`src/rtl/frog_river_ctrl.sv`:
```
// Frog-on-river controller: judges whether the frog stands on the float, carries it
// along with each float step, and pulses death on a miss or when carried off at wrap.
module frog_river_ctrl #(
  parameter int c_RIVER_Y   = 5,
  parameter int c_MIN_X     = 0,
  parameter int c_MAX_X     = 13,
  parameter int c_GRACE_CYC = 2
) (
  input  logic       i_Clk,
  input  logic       i_Rst_L,
  input  logic [5:0] i_Frog_X,
  input  logic [5:0] i_Frog_Y,
  input  logic       i_Frog_Moved,
  input  logic [5:0] i_Floating_X,
  input  logic [5:0] i_Floating_Y,
  input  logic       i_Respawn,
  output logic       o_Riding,
  output logic       o_Carry,
  output logic [5:0] o_Carry_X,
  output logic       o_Death,
  output logic [1:0] o_State
);
  typedef enum logic [1:0] {IDLE = 2'd0, CHECK = 2'd1, RIDE = 2'd2, DEAD = 2'd3} state_t;

  localparam int         CW      = (c_GRACE_CYC < 1) ? 1 : $clog2(c_GRACE_CYC + 1);
  localparam logic [5:0] RIVER_Y = 6'(c_RIVER_Y);
  localparam logic [5:0] MIN_X   = 6'(c_MIN_X);
  localparam logic [5:0] MAX_X   = 6'(c_MAX_X);
  localparam logic [CW-1:0] GRACE = CW'(c_GRACE_CYC);

  state_t        r_State;
  logic [5:0]    r_Float_Prev_X;
  logic          r_Prev_Vld;
  logic          r_Skip;
  logic [CW-1:0] r_Grace;

  logic w_Step, w_Wrap, w_On_Float, w_On_River;

  // r_Prev_Vld masks the first cycle after reset so a stale previous X is never a step
  assign w_Step     = r_Prev_Vld && (i_Floating_X != r_Float_Prev_X);
  assign w_Wrap     = w_Step && (i_Floating_X == MAX_X) && (r_Float_Prev_X == MIN_X);
  assign w_On_Float = (i_Frog_Y == i_Floating_Y) && (i_Frog_X == i_Floating_X);
  assign w_On_River = (i_Frog_Y == RIVER_Y);

  assign o_Riding = (r_State == RIDE);
  assign o_State  = r_State;

  always_ff @(posedge i_Clk or negedge i_Rst_L) begin
    if (!i_Rst_L) begin
      r_State        <= IDLE;
      r_Float_Prev_X <= '0;
      r_Prev_Vld     <= 1'b0;
      r_Skip         <= 1'b0;
      r_Grace        <= '0;
      o_Carry        <= 1'b0;
      o_Carry_X      <= '0;
      o_Death        <= 1'b0;
    end else begin
      r_Float_Prev_X <= i_Floating_X;
      r_Prev_Vld     <= 1'b1;
      o_Carry        <= 1'b0;
      o_Death        <= 1'b0;
      r_Skip         <= 1'b0;
      if (i_Respawn) begin
        r_State <= IDLE;
      end else begin
        unique case (r_State)
          IDLE: begin
            if (w_On_River) begin
              r_State <= CHECK;
              r_Grace <= GRACE;
            end
          end
          CHECK: begin
            if (!w_On_River)        r_State <= IDLE;
            else if (w_On_Float)    r_State <= RIDE;
            else if (i_Frog_Moved)  r_Grace <= GRACE;
            else if (r_Grace == '0) begin
              r_State <= DEAD;
              o_Death <= 1'b1;
            end else                r_Grace <= r_Grace - CW'(1);
          end
          RIDE: begin
            // a player move outranks a coincident float step: the frog must re-land
            if (!w_On_River) r_State <= IDLE;
            else if (i_Frog_Moved) begin
              r_State <= CHECK;
              r_Grace <= GRACE;
            end else if (w_Wrap) begin
              r_State <= DEAD;
              o_Death <= 1'b1;
            end else if (w_Step) begin
              o_Carry   <= 1'b1;
              o_Carry_X <= i_Floating_X;
              r_Skip    <= 1'b1;
            end else if (!r_Skip && !w_On_Float) begin
              // frog logic has not caught up only on the cycle right after a carry
              r_State <= CHECK;
              r_Grace <= GRACE;
            end
          end
          DEAD: ;
          default: r_State <= IDLE;
        endcase
      end
    end
  end
endmodule
```
`config.mk`:
```
export PLATFORM = sky130hd
export DESIGN_NAME = frog_river_ctrl
export DESIGN_NICKNAME = d
export VERILOG_FILES = /design/src/rtl/frog_river_ctrl.sv
export SDC_FILE = /design/constraint.sdc
export NUM_CORES = 1
export LEC_CHECK = 0
export CAP_MARGIN = 10
export CORE_AREA = 8 8 66 68
export CTS_CLUSTER_DIAMETER = 30
export CTS_CLUSTER_SIZE = 10
export DETAILED_ROUTE_END_ITERATION = 8
export DIE_AREA = 0 0 74 76
export GPL_TIMING_DRIVEN = 0
export PLACE_DENSITY_LB_ADDON = 0.2
export SETUP_SLACK_MARGIN = 0.05
export SYNTH_ARGS = -nofsm -noshare
export SYNTH_HDL_FRONTEND = slang
export SYNTH_SLANG_ARGS = --single-unit
```
`constraint.sdc`:
```
create_clock -name i_Clk -period 3.6 [get_ports i_Clk]
set_input_delay 0.9 -clock i_Clk [delete_from_list [all_inputs] [get_ports i_Clk]]
set_output_delay 0.9 -clock i_Clk [all_outputs]
set_load 0.03 [all_outputs]
```
# Word-level counts from Yosys, hierarchy flattened
# Index checks and enable logic that the tools add are counted.
[word_totals]
elab_cells = 84
out_inout_bits = 11
reg_bits = 19
[classes]
reduce_logical = 15
bitwise = 3
muxes = 38
eq_ne = 20
addsub = 1
[ops]
columns = ["cell", "count"]
rows = [
  ["$mux 2", 21],
  ["$mux 1", 14],
  ["$eq 6x6->1", 2],
  ["$ne 3x3->1 const B", 4],
  ["$pmux 2 s3", 2],
  ["$reduce_and 6->1", 2],
  ["$ne 5x5->1 const B", 2],
  ["$reduce_and 10->1", 1],
  ["$eq 6x3->1 const B", 1],
  ["$eq 6x4->1 const B", 1],
  ["$logic_not 6->1", 1],
  ["$ne 2x2->1 const B", 3],
  ["$ne 6x5->1 const B", 1],
  ["$ne 6x6->1", 1],
  ["$ne 6x6->1 const B", 1],
  ["$logic_and 1x1->1", 5],
  ["$logic_not 2->1", 2],
  ["$reduce_bool 4->1", 1],
  ["$ne 3x2->1 const B", 1],
  ["$not 1->1", 3],
  ["$reduce_bool 3->1", 1],
  ["$eq 2x1->1 const B", 1],
  ["$eq 2x2->1 const B", 1],
  ["$logic_not 1->1", 2],
  ["3 further kinds", 3],
]

# Depth between registers and ports, before layout
# Gate-level depths: netlist of the first run.
[depth]
word_depth = 11
depth_mapped = 8

# Worst setup path before layout of the first run
# OpenSTA, ideal clock, no wires.
[synth_path]
path_kind = "input -> register"
startpoint = "input i_Frog_Y[0]"
endpoint = "register r_State[0] (netlist: o_State[0])"
path_stages = 6
path_buffers = 0
arrival_ps = 2039
path_slack_ps = 1439
t_required_ps = 3478
setup_ps = 122
path_cell_list = "xor2_1 -> nor4_2 -> nand3_1 -> a221oi_2 -> o21ai_1 -> a32o_1"
[synth_via]
elab_chain_len = 6
[synth_rtl]
columns = ["element", "line_no", "source"]
rows = [
  ["start, declared", "12", "input logic [5:0] i_Frog_Y,"],
  ["$eq 6x6->1", "42", "assign w_On_Float = (i_Frog_Y == i_Floating_Y) && (i_Frog_X == i_Floating_X);"],
  ["$logic_and 1x1->1", "42", ""],
  ["$logic_not 1->1 / $mux 2 (equally long branches)", "96, 76", ""],
  ["$logic_and 1x1->1 / $mux 2 (equally long branches)", "96, 75", ""],
  ["$ne 6x5->1 (no source line) / $pmux 2 s3 (equally long branches)", "n/a", ""],
  ["$reduce_and 6->1 (no source line) / $mux 2 (equally long branches)", "n/a", ""],
  ["end signal, assigned", "90", "r_State <= DEAD;"],
  ["end signal, assigned", "98", "r_State <= CHECK;"],
  ["end signal, assigned", "103", "default: r_State <= IDLE;"],
  ["end, declared", "31", "state_t r_State;"],
]
# Several ways; a longest one is shown, not always the timed one.
# A chain may end at the register's enable or synchronous reset.

# Final worst setup path of the first run
[layout_path]
startpoint = "register r_State[0] (netlist: o_State[0])"
endpoint = "output o_Riding"
[layout_via]
elab_chain_len = 1
[layout_rtl]
columns = ["element", "line_no", "source"]
rows = [
  ["start signal, assigned", "50", "r_State <= IDLE;"],
  ["start signal, assigned", "65", "r_State <= IDLE;"],
  ["start signal, assigned", "70", "r_State <= CHECK;"],
  ["$eq 2x2->1", "45", "assign o_Riding = (r_State == RIDE);"],
  ["end, declared", "17", "output logic o_Riding,"],
]
# Every way passes these cells.

==> reports/qor.txt, run 1 <==
Netlist Area Pre-Place - 1130 um2
pwr dens - 295 nW/um2
most common cell in the netlist - dfrtp_1
critical path required time - 2.70 ns
Root Buffer - clkbuf_4
CP arrival - 1.82 ns
diode count - 0
post-synth top area cell - dfrtp_1
Hold Buf Count CTS - 0
DRT Wirelength - 2.70 mm
Post-synth top flop - dfrtp_1
count of state elements after synthesis - 19
DP HPWL - 2.21 mm
clk sinks - 19
Worst VDD drop - 0.228 mV
total global routing overflow - 0
Net Sw Frac - 30.5%
Core Region - 3440 um2
post-place setup slack - 0.662 ns
Via-to-Cell Ratio - 4.77
proportion of layout cells with a drive suffix above 1 - 11.6%
Routed Antenna Nets - 0
Placed Instances - 191
DR vias - 931
top cell type's share of synthesized area - 41.9%
Max stage delay cell, worst path - clkdlybuf4s50_1
Seq/Total Area, Yosys - 41.9%
placement row count - 22
Final setup viols - 0
Synth warnings - 0
setup TNS - 0 ns
crit path time final - 2.72 ns
worst-path maximum fanout - 6
FFs w/ async S/R, synth - 100%
Post-Synthesis Cells - 105
Area contributors post-synth - dfrtp_1, xor2_1, mux2_2
Initial Utilization - 32.9%
slowest cell delay on critical path - 0.71 ns
Synth cell types - 34
Critical Path, Cell by Cell - inv_1 > ha_1 > clkdlybuf4s50_1
Die Wd - 74 um
count of final hold-check violations - 0
Psw - 144 uW
clk_skew - 0.00502 ns
Slew @ Worst Pin - 0.850 ns
Cell Int Power - 329 uW
outcome - finished clean
Crit path max-delay family - buffers and inverters
setup bufs post-CTS - 0
Slew Limit Fails - 0
Clock Power Share - 25.3%
DRT Pass-1 Iters - 4
initial antenna violation count - 0
post_cts resized - 0
Die Y - 76 um
Setup CP Type - reg2out
most instantiated cells after synthesis - dfrtp_1, xor2_1, nor2_1, inv_1, mux2_2
sequential power share - 48.5%
CTS Buffer Depth - 2
routed len/inst - 13.8 um
# IOs - 39
number of synthesized flops with an enable pin - 0
overall die area - 5620 um2
I/O Buffers - 38
final worst setup slack - 0.876 ns
vias in the first global route - 1,023
syn avg cell area - 10.8 um2
slew margin rel. - 43.2%
first-pass GRT wire length - 4.51 mm
Fmax - 367 MHz
H-tree depth - 1
CTS tree - yes
crit share post-route - 75.7%
Worst Setup End Kind - primary output
Leak - 0.641 nW
total CTS buffers - 3
RSZ-0062 raised after global routing - no
pin count of the biggest net entering global routing - 20
Overall Power - 473 uW
initial drt markers - 32
DRC - 0
Final Wtd Congestion - 0.842
CP bufs+invs - 2
max-cap violations - 0
area delta synth->final - 41.5%
final core occ - 46.6%
Comb power frac - 26.2%
min-delay worst type - reg2reg
CP Launch Type - flop
fill count - 341
Non-Filler Instances - 195
synthesized net count - 137
Final #Nets - 180
Worst-path clk slew - 0.13 ns
GRT Util Overall - 10.2%
Clk Latency, worst-skew pair - 0.31 ns
## logic make-up (layout without fill, tap and decap cells)
group | count (synthesis) | count (layout) | share of synthesized area (%)
AND/OR/NAND/NOR | 34 | 34 | 20.0
adder cells (fa/ha/maj) | 4 | 4 | 4.42
buffers and inverters | 7 | 49 | 2.32
AO/OA/AOI/OAI | 13 | 13 | 8.50
flip-flops | 19 | 19 | 41.9
multiplexers | 9 | 9 | 8.61
XOR/XNOR | 18 | 18 | 13.9
other | 1 | 1 | 0.331
## metrics by stage
step,area [um2],hold slack [ns]
floorplan,1130,0.489
global placement,1570,0.491
detailed placement,1570,0.496
CTS,1600,0.529
global route,1600,0.554
finish,1600,0.521
## final timing paths
| kind | depth (start not counted) | end | slack, ns | start |
|---|---|---|---|---|
| setup reg to reg | 8 | o_State[1]$_DFFE_PN0P_ | 1.57 | o_State[0]$_DFFE_PN0P_ |
| max in group asynchronous | 1 | o_Carry_X[4]$_DFFE_PN0P_ | 2.02 | i_Rst_L |
| min in group asynchronous | 1 | o_State[1]$_DFFE_PN0P_ | 1.05 | i_Rst_L |
| setup / recovery | 3 | o_Riding | 0.88 | o_State[0]$_DFFE_PN0P_ |
| hold reg to reg | 1 | o_Carry_X[4]$_DFFE_PN0P_ | 0.52 | o_Carry_X[4]$_DFFE_PN0P_ |
| hold / removal | 1 | o_Carry_X[4]$_DFFE_PN0P_ | 0.52 | o_Carry_X[4]$_DFFE_PN0P_ |
## state kept, by name, indices dropped and copies added (netlist names)
signal          flops
r_Prev_Vld          1
r_Float_Prev_X      6
o_Carry_X           6
r_Grace             2
r_Skip              1
o_Death             1
o_State             2
## power by group through the flow
| stage | registers (mW) | clock network (mW) | logic [mW] |
|---|---|---|---|
| finish | 0.230 | 0.120 | 0.124 |
| global route | 0.231 | 0.135 | 0.135 |
| CTS | 0.230 | 0.122 | 0.126 |
| detailed placement | 0.234 | 0 | 0.125 |
| global placement | 0.233 | 0 | 0.122 |
| floorplan | 0.238 | 0 | 0.0602 |
## cell type report
type	count	area [um2]	share of cell area [%]
Sequential cell	19	475	29.6
Timing Repair Buffer	38	380	23.7
Clock inverter	1	7.51	0.468
Clock buffer	3	22.5	1.40
Inverter	6	22.5	1.40
Tap cell	48	60.1	3.74
Multi-Input combinational cell	79	632	39.4
Buffer	1	3.75	0.234
## per-layer routing
layer	share of wire, %	global-route usage, %
met3	7.7	5.00
met1	38	9.91
met5	0	0
met4	1.0	2.20
met2	53	18.3
## layout by cell type, fill, tap and decap left out, drive strengths merged, types with 3 or more instances in the layout
cell type,count
clkbuf,4
clkdlybuf4s50,38
dfrtp,19
ha,4
inv,6
mux2,6
mux2i,3
nand2,4
nand2b,4
nor2,7
nor4,4
nor4b,3
o21ai,3
xnor2,4
xor2,14
## worst reg2reg max path, cell delays in order (launching register included)
cell	delay (ns)
dfrtp_1	0.43
inv_1	0.09
ha_1	0.27
nand2b_1	0.12
nor4b_2	0.40
nand2_1	0.09
a31o_1	0.22
o21ai_1	0.14
mux2i_1	0.21
Power figures use the tool's default switching activity.
==> run 2: changes to the inputs <==
==> constraint.sdc (replaced) <==
create_clock -name i_Clk -period 2.68 [get_ports i_Clk]
set_input_delay 0.67 -clock i_Clk [delete_from_list [all_inputs] [get_ports i_Clk]]
set_output_delay 0.67 -clock i_Clk [all_outputs]
set_load 0.03 [all_outputs]
==> results of run 2 <==
The final DEF is identical to that of run 1. Status: finished clean.
Main changes from that run: setup slack after placement 0.662 ns -> -0.0276 ns; setup slack after layout 0.876 ns -> 0.186 ns; register-to-register setup slack 1.57 ns -> 0.65 ns; total power 0.473 mW -> 0.635 mW; worst IR drop on VDD 0.228 mV -> 0.306 mV
==> run 3: changes to the inputs <==
--- a/config.mk
+++ b/config.mk
@@ -6,13 +6,14 @@
 export NUM_CORES = 1
 export LEC_CHECK = 0
 export CAP_MARGIN = 10
-export CORE_AREA = 8 8 66 68
+export CORE_AREA = 3 3 61 63
 export CTS_CLUSTER_DIAMETER = 30
 export CTS_CLUSTER_SIZE = 10
 export DETAILED_ROUTE_END_ITERATION = 8
-export DIE_AREA = 0 0 74 76
+export DIE_AREA = 0 0 64 66
 export GPL_TIMING_DRIVEN = 0
 export PLACE_DENSITY_LB_ADDON = 0.2
+export REMOVE_ABC_BUFFERS = 1
 export SETUP_SLACK_MARGIN = 0.05
 export SYNTH_ARGS = -nofsm -noshare
 export SYNTH_HDL_FRONTEND = slang
==> constraint.sdc (replaced) <==
create_clock -name i_Clk -period 2.2 [get_ports i_Clk]
set_input_delay 0.55 -clock i_Clk [delete_from_list [all_inputs] [get_ports i_Clk]]
set_output_delay 0.55 -clock i_Clk [all_outputs]
set_load 0.03 [all_outputs]
==> run 3 against run 2 <==
Effect of this change:
- worst hold slack worse by 0.0041 ns
- combinational power is 28% higher
- non-clock buffer count is 1 lower
- setup slack worse by 0.087 ns
- sequential power is 22% higher
- design area is 2.3% higher
- critical path type is now in2reg
- critical endpoint is now o_State[0]$_DFFE_PN0P_
- largest cell class unchanged
==> reports/qor.txt, run 3 (synthesized netlist as in run 1, its figures left out) <==
outcome - finished clean
Die Wd - 64 um (-14%)
RSZ-0062 raised after global routing - yes
pwr dens - 463 nW/um2
CTS Buffer Depth - 2 (unchanged)
Routed Antenna Nets - 0 (unchanged)
Leak - 0.703 nW (+9.6%)
first-pass GRT wire length - 4.35 mm (-3.7%)
Overall Power - 760 uW
critical path required time - 2.38 ns
Worst Hold Slack - 0.517 ns (-0.00405 ns)
Setup CP Type - in2reg
total CTS buffers - 3 (unchanged)
diode count - 0 (unchanged)
initial drt markers - 22 (-31%)
clk_skew - 0.00239 ns (-0.00263 ns)
Worst Setup End Kind - flop
Final setup viols - 0 (unchanged)
Root Buffer - clkbuf_4
Slew @ Worst Pin - 0.860 ns (+0.0101 ns)
met3 WL post-DR - 101 um (-51%)
commonest cells after routing, fill and taps aside - clkdlybuf4s50_1, dfrtp_1, xor2_1
placement row count - 21 (-4.5%)
CTS tree - yes
vias in the first global route - 1,022 (-0.098%)
met2 wire len - 1.34 mm (-6.3%)
DP HPWL - 2.07 mm (-6.0%)
slew margin rel. - 42.5% (-0.68 points)
Hold Buf Count CTS - 0 (unchanged)
Slew Limit Fails - 0 (unchanged)
max-cap violations - 0 (unchanged)
CP Launch Type - primary input
pin count of the biggest net entering global routing - 20 (unchanged)
Final Wtd Congestion - 0.705 (-16%)
crit path time final - 2.10 ns
Final #Nets - 179 (-0.56%)
I/O Buffers - 38 (unchanged)
met1 wire length - 1.07 mm (+4.2%)
proportion of layout cells with a drive suffix above 1 - 14.4% (+2.8 points)
clk sinks - 19 (unchanged)
H-tree depth - 1 (unchanged)
# IOs - 39 (unchanged)
final core occ - 49.9% (+3.3 points)
Worst VDD drop - 0.309 mV
setup TNS - 0 ns (unchanged)
min-delay worst type - reg2reg
GRT Util Overall - 13.0% (+2.8 points)
commonest non-fill, non-tap cell in the layout - clkdlybuf4s50_1
count of final hold-check violations - 0 (unchanged)
CP arrival - 2.28 ns (+0.46 ns)
crit share post-route - 95.5%
overall die area - 4220 um2 (-25%)
Initial Utilization - 34.5% (+1.6 points)
initial antenna violation count - 0 (unchanged)
Fmax - 476 MHz
Clk Latency, worst-skew pair - 0.29 ns (-0.02 ns)
DR vias - 934 (+0.32%)
Core Region - 3280 um2 (-4.5%)
DRT Wirelength - 2.53 mm (-6.0%)
Worst-path clk slew - 0.10 ns (-0.03 ns)
worst-path maximum fanout - 5 (-1)
fill count - 328 (-3.8%)
Reg area - 475 um2 (unchanged)
top flop regs - o_Carry_X: 6 flops, r_Float_Prev_X: 6 flops
total global routing overflow - 0 (unchanged)
Die Y - 66 um (-13%)
routed len/inst - 13.2 um (-4.5%)
R2R Setup Slk - 0.27 ns
Placed Instances - 188 (-1.6%)
DRC - 0 (unchanged)
area delta synth->final - 44.7%
DRT Pass-1 Iters - 4 (unchanged)
highest metal layer with signal wires - met4
Via-to-Cell Ratio - 4.86 (+1.9%)
Non-Filler Instances - 192 (-1.5%)
multi-input logic area - 676 um2 (+6.9%)
[run 3: final timing paths]
kind                                           from                       end  cells past startpoint
max                                     i_Frog_Y[0]    o_State[0]$_DFFE_PN0P_                      7
min                        o_Carry_X[4]$_DFFE_PN0P_  o_Carry_X[4]$_DFFE_PN0P_                      1
max reg2reg                  o_State[0]$_DFFE_PN0P_    o_State[1]$_DFFE_PN0P_                      8
min reg2reg                o_Carry_X[4]$_DFFE_PN0P_  o_Carry_X[4]$_DFFE_PN0P_                      1
max in group asynchronous                   i_Rst_L    o_State[1]$_DFFE_PN0P_                      1
min in group asynchronous                   i_Rst_L    r_Grace[0]$_DFFE_PN0P_                      1
[run 3: metal layers]
metal | GRT usage (%) | up-vias
met5 | 0 | -
met4 | 4.85 | 0
met3 | 1.87 | 2
met2 | 24.6 | 19
met1 | 14.6 | 460
li1 | - | 453
[run 3: report_power, final]
group / total (mW) / leakage, nW / internal (mW) / switching, mW
sequential: 0.376 / 0.240 / 0.365 / 0.0114
clock: 0.171 / 0.0150 / 0.0704 / 0.101
combinational: 0.213 / 0.447 / 0.108 / 0.105
total: 0.760 / 0.703 / 0.543 / 0.217
[run 3: repair_timing]
item                                    4_1_cts  5_1_grt
endpoints found under the setup margin        5        9
pin swaps                                     1        5
gates resized for setup                       9        8
setup buffers                                 0        0
[run 3: worst max-delay path, cell delays in order]
cell	delay [ns]
clkdlybuf4s50_1	0.43
xor2_1	0.18
nor4_2	0.29
nand3_2	0.19
a221oi_4	0.30
o21ai_2	0.12
a32o_1	0.21
[run 3: area by class of cell]
cell class	instances	area share [%]
inverter	6	1.37
multi-input combinational	79	41.2
tap	46	3.51
sequential	19	29.0
clock buffer	4	1.60
timing repair buffer	38	23.3
[run 3: metrics by stage]
step / area, um2 / setup slack [ns]
6_report: 1640 / 0.0997
5_1_grt: 1640 / 0.0441
4_1_cts: 1610 / 0.0627
3_5_place_dp: 1570 / -0.360
3_3_place_gp: 1570 / -0.347
2_1_floorplan: 1130 / 0.0424
